===== src/rtl/serial_subtractor.sv =====
// Bit-serial LSB-first subtractor q = a - b with start/busy/done handshake.
// Define SIGNED_OVF_EN to add the ovf_signed (two's-complement overflow) output.
module serial_subtractor #(
  parameter int WIDTH = 5
) (
  input  logic             clk,
  input  logic             rst_n,
  input  logic             start,
  input  logic [WIDTH-1:0] a,
  input  logic [WIDTH-1:0] b,
  output logic             busy,
  output logic             done,
  output logic [WIDTH-1:0] q,
  output logic             underflow
`ifdef SIGNED_OVF_EN
  ,
  output logic             ovf_signed
`endif
);

  localparam int CW = $clog2(WIDTH);

  typedef enum logic [1:0] {IDLE, RUN, DONE} state_e;

  state_e           state_q, state_d;
  logic [WIDTH-1:0] a_sh_q, a_sh_d;
  logic [WIDTH-1:0] b_sh_q, b_sh_d;
  logic [WIDTH-2:0] res_q, res_d;
  logic [WIDTH-1:0] q_q, q_d;
  logic [WIDTH-1:0] res_sh;
  logic [CW-1:0]    cnt_q, cnt_d;
  logic             borrow_q, borrow_d;
  logic             uf_q, uf_d;
  logic             a_i, b_i, diff_bit, borrow_nxt;
`ifdef SIGNED_OVF_EN
  logic             ovf_q, ovf_d;
`endif

  // One full-subtractor cell working on the current LSBs of the shift registers.
  assign a_i        = a_sh_q[0];
  assign b_i        = b_sh_q[0];
  assign diff_bit   = a_i ^ b_i ^ borrow_q;
  assign borrow_nxt = (~a_i & b_i) | (~(a_i ^ b_i) & borrow_q);
  // The register keeps the low WIDTH-1 result bits; the final bit goes straight to q.
  assign res_sh     = {diff_bit, res_q};

  always_comb begin
    // NOTE: every signal gets a default first so no path leaves it unassigned (no latches).
    state_d  = state_q;
    a_sh_d   = a_sh_q;
    b_sh_d   = b_sh_q;
    res_d    = res_q;
    cnt_d    = cnt_q;
    borrow_d = borrow_q;
    q_d      = q_q;
    uf_d     = uf_q;
`ifdef SIGNED_OVF_EN
    ovf_d    = ovf_q;
`endif
    case (state_q)
      IDLE: begin
        if (start) begin
          a_sh_d   = a;
          b_sh_d   = b;
          borrow_d = 1'b0;
          cnt_d    = '0;
          state_d  = RUN;
        end
      end
      RUN: begin
        a_sh_d   = a_sh_q >> 1;
        b_sh_d   = b_sh_q >> 1;
        res_d    = res_sh[WIDTH-1:1];
        borrow_d = borrow_nxt;
        cnt_d    = cnt_q + 1'b1;
        if (cnt_q == CW'(WIDTH - 1)) begin
          q_d     = res_sh;
          uf_d    = borrow_nxt;
          state_d = DONE;
`ifdef SIGNED_OVF_EN
          // On the last bit a_i/b_i are the operand sign bits and diff_bit is q's sign.
          ovf_d   = (a_i ^ b_i) & (diff_bit ^ a_i);
`endif
        end
      end
      DONE:    state_d = IDLE;
      default: state_d = IDLE;
    endcase
  end

  // NOTE: sequential state uses non-blocking assignments so all flops update together.
  always_ff @(posedge clk or negedge rst_n) begin
    if (!rst_n) begin
      state_q  <= IDLE;
      a_sh_q   <= '0;
      b_sh_q   <= '0;
      res_q    <= '0;
      cnt_q    <= '0;
      borrow_q <= 1'b0;
      q_q      <= '0;
      uf_q     <= 1'b0;
`ifdef SIGNED_OVF_EN
      ovf_q    <= 1'b0;
`endif
    end else begin
      state_q  <= state_d;
      a_sh_q   <= a_sh_d;
      b_sh_q   <= b_sh_d;
      res_q    <= res_d;
      cnt_q    <= cnt_d;
      borrow_q <= borrow_d;
      q_q      <= q_d;
      uf_q     <= uf_d;
`ifdef SIGNED_OVF_EN
      ovf_q    <= ovf_d;
`endif
    end
  end

  assign busy      = (state_q == RUN);
  assign done      = (state_q == DONE);
  assign q         = q_q;
  assign underflow = uf_q;
`ifdef SIGNED_OVF_EN
  assign ovf_signed = ovf_q;
`endif

endmodule


===== config.mk =====
export PLATFORM = sky130hd
export DESIGN_NAME = serial_subtractor
export DESIGN_NICKNAME = d
export VERILOG_FILES = /design/src/rtl/serial_subtractor.sv
export SDC_FILE = /design/constraint.sdc
export NUM_CORES = 1
export LEC_CHECK = 0
export BUFFER_PORTS_ARGS = -buffer_cell sky130_fd_sc_hd__buf_2
export CORE_MARGIN = 2
export CORE_UTILIZATION = 43
export CTS_CLUSTER_SIZE = 10
export DETAILED_ROUTE_END_ITERATION = 10
export HOLD_SLACK_MARGIN = 0.03
export PLACE_DENSITY = 0.65
export SLEW_MARGIN = 20
export SYNTH_ARGS = -nofsm -noshare
export SYNTH_HDL_FRONTEND = slang
export SYNTH_SLANG_ARGS = --single-unit

===== constraint.sdc =====
create_clock -name clk -period 1.4 [get_ports clk]
set_clock_uncertainty 0.05 [all_clocks]
set_input_delay 0.28 -clock clk [delete_from_list [all_inputs] [get_ports clk]]
set_output_delay 0.28 -clock clk [all_outputs]
set_load 0.05 [all_outputs]

# --- Word-level counts from Yosys, hierarchy flattened ---
# Index checks and enable logic that the tools add are counted.
totals:
  register_bits: 26
  out_inout_bits: 8
op_classes:
  n_addsub: 1
  n_eq_ne: 5
  n_mux: 11
  n_bitwise: 7
  reduce_logical: 5
ops:
  columns: ["op", "n"]
  rows:
  - ["case mux 5 bit (2 select lines)", 2]
  - ["2-to-1 mux 5 bit", 2]
  - ["case mux 3 bit (2 select lines)", 1]
  - ["AND reduction 2 bit", 3]
  - ["2-to-1 mux 2 bit", 2]
  - ["case mux 2 bit (2 select lines)", 1]
  - ["adder 3 x 1 -> 3 bit (second input constant)", 1]
  - ["equality test 3 bit (second input constant)", 1]
  - ["2-to-1 mux 3 bit", 1]
  - ["bitwise AND 1 bit", 2]
  - ["equality test 2 x 1 -> 1 bit (second input constant)", 1]
  - ["equality test 2 bit (second input constant)", 1]
  - ["logical NOT 2 bit", 1]
  - ["inequality test 2 x 1 -> 1 bit (second input constant)", 1]
  - ["inequality test 2 bit (second input constant)", 1]
  - ["inverter 1 bit", 2]
  - ["case mux 1 bit (2 select lines)", 1]
  - ["nonzero test 2 bit", 1]
  - ["XOR 1 bit", 2]
  - ["2-to-1 mux 1 bit", 1]
  - ["bitwise OR 1 bit", 1]

# --- Logic depth before layout (Yosys ltp) ---
# Gate-level depths: netlist of the first run.
logic_depth:
  depth_word: 5
  ltp_mapped: 4
  ltp_nobuf: 4

# --- Worst setup path after synthesis of the first run ---
# OpenSTA, ideal clock, no wires.
synth_timing:
  kind: "register -> output"
  start: "register state_q[1]"
  end: "output done"
  arrival_ns: 1.369
  t_required_ns: 1.070
  path_slack_ns: -0.299
  stages_incl_launch_ff: 4
  n_path_buf: 2
  path_cell_list: "dfrtp_1 -> buf_6 -> buf_2 -> nor2b_1"
synth_between:
  elab_chain_len: 1
synth_lines:
  columns: ["element", "line_no", "source"]
  rows:
  - ["start, declared", "25", "state_e state_q, state_d;"]
  - ["start signal, assigned", "106", "state_q <= state_d;"]
  - ["equality test 2 bit", "121", "assign done = (state_q == DONE);"]
  - ["end, declared", "12", "output logic done,"]
# No other way between the ends.

# --- Final worst setup path of the first run ---
layout_timing:
  start: "register state_q[0]"
  end: "output done"
# The elaborated chain is that of the path after synthesis.

==> qor.yml, run 1 <==
worst_setup_path:
  worst_ep_arrival_time_ps: 1190
  endpoint_kind: "primary output"
  worstSetupPathType: "reg -> out"
  worstPathMaxFanout: 3
  worstPathRequired_ps: 1070
  critPathLaunchType: "flop"
grt:
  antenna_found_initial: 0
  overflow: 0
  grt_max_degree: 27
  grt_usage_pct: 17.6
  grt_pass1_wl_mm: 4.41
  grt_pass1_vias: 894
drt:
  drc: 0
  wl_mm: 2.74
  drt_iter0_markers: 18
  firstDrtPassIters: 4
  wire_per_inst_um: 17.3
  vias: 866
  drt.antenna.violating_nets: 0
  post_drt_via_cell_ratio: 5.48
logic_synthesis:
  avgSynthCellArea_sq_um: 13.1
  yosysTopAreaCell: "dfrtp_1"
  synthArstFlopShare_pct: 100
  ys_top_cells_by_area: "dfrtp_1, mux2_2, nor4b_1, inv_1, nor3b_1"
  synth_top_area_share_pct: 52.5
  seq_area_frac_synth_pct: 52.5
  synth_edf_count: 0
  synth_cells: 95
  ys_types: 30
  yosysWarnings: 0
  synth_flop_cell: "dfrtp_1"
  synth_nets: 111
  netlist_area_sq_mm: 0.00124
  ys_ff_latch: 26
power_and_ir_drop:
  p_leak_nw: 0.798
  p_per_area_mw_per_mm2: 2410
  p_total_mw: 3.98
  worst_ir_drop_vdd_mv: 1.59
job:
  maxCapViolCount: 0
clock_tree:
  clock_path_buffers: 2
  cts.sinks: 26
  numCtsBuffers: 3
  cts_tree: "built"
  worstSkewPairLatency_ps: 320
  htree_levels: 1
  clk_pin_slew_worst_paths_ps: 140
  cts_root_buf: "clkbuf_4"
status:
  run_status: "finished, violations left"
  violations: "negative setup slack"
timing:
  rsz0062_at_grt: "true"
  finalCritPeriodShare_pct: 108
  finalSetupViolations: 12
  finalCriticalPeriod_ps: 1520
  tightest_slew_ps: 598
  finalWorstSetupSlack_ps: -117
  fmax_mhz: 659
  hold-worst-slack_ps: 239
  slew_violations: 0
  hold_viol_final: 0
  slew_headroom_pct: 60.1
min_path:
  worst_hold_path_type: "in -> reg"
die:
  initial_utilization_pct: 45.0
  fp-row-count: 19
  die_h_um: 57.7
  io_pins: 21
  core_sq_mm: 0.00276
  die_w_um: 57.7
  die_area_sq_mm: 0.00333
final_layout:
  fin_nets: 145
  area_growth_pct: 33.2
  diodes: 0
  drive_gt1_share_pct: 52.8
  final_util_pct: 59.9
  stdcell_count: 158
place:
  routabilityCongestion: 0.740
  portBuffers: 20
  dp_cells: 144
  hpwlAfterDp_mm: 1.64
-- registers in the layout, summed over array words and instances (netlist names) --
| register | count |
|---|---|
| underflow | 1 |
| b_sh_q | 5 |
| borrow_q | 1 |
| cnt_q | 3 |
| res_q | 4 |
| a_sh_q | 5 |
| state_q | 2 |
| q | 5 |
-- repair_timing --
| action | in CTS | in global routing |
|---|---|---|
| cloned | 1 | 1 |
| hold buffers | 1 | 0 |
| pin swaps | 3 | 3 |
| setup buffers | 7 | 1 |
| hold endpoints to repair | 26 | 0 |
| gates resized for setup | 11 | 13 |
| setup endpoints to repair | 4 | 18 |
-- path summary, 6_finish.rpt --
check / from / endpoint / slack, ps / depth (start not counted)
hold / removal: a[2] / a_sh_q[2] / 240 / 3
setup / recovery: state_q[0] / done / -120 / 3
setup reg to reg: state_q[0] / q[3] / -50 / 4
hold reg to reg: a_sh_q[4] / a_sh_q[4] / 460 / 1
max in group asynchronous: rst_n / state_q[0] / 440 / 2
min in group asynchronous: rst_n / b_sh_q[2] / 430 / 2
-- power by group --
group / internal (mW) / total, mW / switching [mW]
combinational: 1.14 / 2.33 / 1.18
sequential: 1.11 / 1.34 / 0.226
clock: 0.101 / 0.317 / 0.216
-- cells in the mapped netlist (2+ instances only) --
master and instances:
a211oi_1 5, buf_4 2, clkbuf_1 2, dfrtp_1 26, ha_1 2, inv_1 12
mux2_2 9, mux2i_1 2, nor2b_1 2, nor3b_1 6, nor4b_1 6, o221a_2 2
or4b_1 2
-- metal layers --
layer / vias up / GRT usage (%) / wire (um)
met5: - / 0 / 0
met4: 0 / 6.98 / 34
met3: 4 / 2.01 / 91
met2: 17 / 26.9 / 1290
met1: 435 / 25.6 / 1320
li1: 410 / - / -
-- cell families after synthesis --
family	count (synthesis)	share of synthesized area, %
flip-flops	26	52.5
AND/OR/NAND/NOR	21	15.6
buffers and inverters	18	6.76
AO/OA/AOI/OAI	16	11.7
multiplexers	11	9.79
adder cells (fa/ha/maj)	3	3.63
-- metrics by stage --
| step | instance area [sq um] | TNS [ps] | setup WS, ps |
|---|---|---|---|
| final | 1650 | -660 | -117 |
| after global routing | 1650 | -1250 | -173 |
| after CTS | 1570 | -689 | -142 |
| after detailed placement | 1410 | 0 | 10.4 |
| after global placement | 1410 | 0 | 42.3 |
| after floorplan | 1260 | -56.0 | -40.2 |
-- worst max-delay path: stages (launching register included) --
cell     delay [ps]
dfrtp_2         470
buf_12          140
nor2b_4         100
buf_6           160
-- area by class of cell --
class | instances | area (sq um)
Clock buffer | 3 | 22.5
Fill cell | 231 | 1110
Inverter | 12 | 48.8
Multi-Input combinational cell | 52 | 598
Sequential cell | 26 | 653
Tap cell | 31 | 38.8
Timing Repair Buffer | 34 | 290
-- layout by cell type (no fill, tap or decap), types with 2 or more instances in the layout --
| cell type | netlist | routed |
|---|---|---|
| mux2i_1 | 2 | 2 |
| clkbuf_4 | 0 | 3 |
| ha_1 | 2 | 2 |
| dfrtp_1 | 26 | 24 |
| buf_2 | 1 | 18 |
| dfrtp_2 | 0 | 2 |
| or4b_1 | 2 | 2 |
| a211oi_1 | 5 | 3 |
| nor4b_2 | 0 | 4 |
| mux2_2 | 9 | 8 |
| inv_2 | 0 | 2 |
| buf_6 | 1 | 4 |
| a211oi_2 | 0 | 2 |
| nor3b_1 | 6 | 6 |
| inv_1 | 12 | 9 |
| o221a_2 | 2 | 2 |
| buf_4 | 2 | 7 |
| buf_12 | 0 | 3 |
Note: power is estimated with default switching activity, not from simulation.
==> inputs of run 2 (changes only) <==
--- a/config.mk
+++ b/config.mk
@@ -5,6 +5,7 @@
 export SDC_FILE = /design/constraint.sdc
 export NUM_CORES = 1
 export LEC_CHECK = 0
+export ABC_AREA = 1
 export BUFFER_PORTS_ARGS = -buffer_cell sky130_fd_sc_hd__buf_2
 export CORE_MARGIN = 2
 export CORE_UTILIZATION = 43
==> run 2 against run 1 <==
The run ends with design-rule violations, negative setup slack left. Sequential share of layout area increased by 3.4 points. Setup slack improved by 110 ps. Final area decreased by 7.9%. Combinational power decreased by 12%. Utilization decreased by 5.7 points. Sequential power about the same. Critical endpoint is now busy.
==> qor.yml, run 2 <==
clock_tree:
  cts_root_buf: "clkbuf_4"
  clock_path_buffers: 2
  numCtsBuffers: 3
  cts_tree: "built"
  worstSkewPairLatency_ps: 310
  clk_pin_slew_worst_paths_ps: 130
  htree_levels: 1
  cts.sinks: 26
final_layout:
  drive_gt1_share_pct: 29.8
  area_growth_pct: 17.5
  final_cell_mix: "nand2_1, inv_1, dfrtp_1"
  n_fill_cell: 282
  layout_commonest_cell: "nand2_1"
  multi_input_area_sq_um: 502
  fin_nets: 196
  diodes: 0
  regArea_sq_um: 653
  stdcell_count: 209
worst_setup_path:
  endpoint_kind: "primary output"
  worstSetupPathType: "reg -> out"
  reg2reg_depth: 8
  worstPathMaxFanout: 4
  worst_ep_arrival_time_ps: 1080
  crit_end: "busy"
  critPathLaunchType: "flop"
  r2r-start: "state_q[0]"
  reg2reg_slack_ps: 80
  cp-startpoint: "state_q[0]"
  rr_endpoint: "q[0]"
  worstPathRequired_ps: 1070
min_path:
  worst_hold_path_type: "in -> reg"
logic_synthesis:
  yosysWarnings: 0
  synth_edf_count: 0
  netlist_area_sq_mm: 0.00129
  yosysTopAreaCell: "dfrtp_1"
  avgSynthCellArea_sq_um: 8.63
  synthTopCellsByCount: "nand2_1, inv_1, dfrtp_1"
  yosysMostFrequentCell: "nand2_1"
  synth_top_area_share_pct: 50.2
  ys_ff_latch: 26
  synth_flop_cell: "dfrtp_1"
  ys_top_cells_by_area: "dfrtp_1, nand2_1, inv_1, o21ai_2, nand3_1"
  synth_nets: 166
  synth_cells: 150
  ys_types: 15
  seq_area_frac_synth_pct: 50.2
  synthArstFlopShare_pct: 100
timing:
  finalWorstSetupSlack_ps: -11.6
  slew_violations: 0
  hold_viol_final: 0
  slew_headroom_pct: 62.7
  finalSetupViolations: 1
  hold-worst-slack_ps: 156
  rsz0062_at_grt: "true"
  fmax_mhz: 708
  finalCriticalPeriod_ps: 1410
  finalCritPeriodShare_pct: 101
  tightest_slew_ps: 560
grt:
  overflow: 0
  grt_pass1_wl_mm: 4.08
  grt_max_degree: 27
  grt_usage_pct: 15.6
  grt_pass1_vias: 927
  antenna_found_initial: 0
place:
  portBuffers: 20
  hpwlAfterDp_mm: 1.81
  routabilityCongestion: 0.798
  place_ws_ps: 128
  dp_cells: 201
drt:
  drt_iter0_markers: 23
  wire_per_inst_um: 11.3
  wl_mm: 2.37
  drt.antenna.violating_nets: 0
  vias: 975
  post_drt_via_cell_ratio: 4.67
  firstDrtPassIters: 7
  drc: 3
power_and_ir_drop:
  worst_ir_drop_vdd_mv: 1.50
  swShare_pct: 46.8
  power.internal_mw: 1.96
  power_frac_comb_pct: 55.8
  p_sw_mw: 1.72
  p_per_area_mw_per_mm2: 2420
  p_clk_share_pct: 8.4
  power_frac_seq_pct: 35.8
  p_leak_nw: 0.855
status:
  run_status: "finished, violations left"
  violations: "design-rule violations, negative setup slack"
die:
  io_pins: 21
  fp-row-count: 19
  initial_utilization_pct: 46.2
  die_area_sq_mm: 0.00347
  die_h_um: 58.9
  die_w_um: 58.9
  core_sq_mm: 0.00281
job:
  maxCapViolCount: 0
==> run 2: changes by cell type in the layout (fill, tap and decap cells not counted), moves of 6 or more <==
cell	change
nand2_1	+46
nand3_1	+17
mux2_2	-8
inv_1	+19
nor3b_1	-6
o21ai_2	+12
==> run 2: final cells by class <==
type,count,area share [%]
repair buffers,30,12.5
inverters,30,7.57
multi-input cells,89,33.0
well taps,31,2.55
flip-flops and latches,26,42.9
clock buffers,3,1.48
==> run 2: worst min path at each step <==
stage / from / to / slack [ps] / cells past startpoint
after floorplan: rst_n / a_sh_q[0] / -70 / 0
after global placement: rst_n / cnt_q[0] / 260 / 1
after detailed placement: rst_n / cnt_q[1] / 260 / 1
after CTS: a[4] / a_sh_q[4] / 140 / 3
after global routing: a[4] / a_sh_q[4] / 170 / 3
final: a[4] / a_sh_q[4] / 160 / 3
==> run 2: what timing repair did <==
action                                  CTS  global route
gates resized for setup                   7             2
hold buffers                              1             0
setup buffers                             2             2
hold endpoints to repair                 26             0
endpoints found under the setup margin    2            11
==> run 2: power groups by stage <==
stage	clock, mW	combinational [mW]	sequential, mW
global route	0.358	2.31	1.36
floorplan	0	1.29	1.56
global placement	0	1.88	1.32
finish	0.309	2.05	1.32
CTS	0.324	2.01	1.32
detailed placement	0	1.92	1.34
==> run 2: stage by stage <==
stage               power, mW  setup TNS, ps  instance area [sq um]  util, %
global route             4.03           -109                   1520     54.2
global placement         3.20              0                   1430     50.9
CTS                      3.66          -61.0                   1500     53.3
finish                   3.68          -11.6                   1520     54.2
detailed placement       3.26              0                   1430     50.9
floorplan                2.85              0                   1300        -
==> run 2: worst max-delay path, stage by stage, from the launching register on <==
cell	delay, ps
dfrtp_2	440
inv_2	70
nor2_4	100
buf_6	160
==> run 2: logic make-up after synthesis <==
kind of cell	synth area share, %
compound gates	10.0
fa+ha+maj	3.48
buf+inv	12.3
flops	50.2
simple gates	24.0
==> run 2: routing by layer <==
layer | part of all wire, % | global-route usage [%] | vias up
li1 | - | - | 516
met1 | 47 | 20.9 | 442
met2 | 48 | 26.0 | 15
met3 | 3.9 | 2.86 | 2
met4 | 0.72 | 3.90 | 0
met5 | 0 | 0 | -
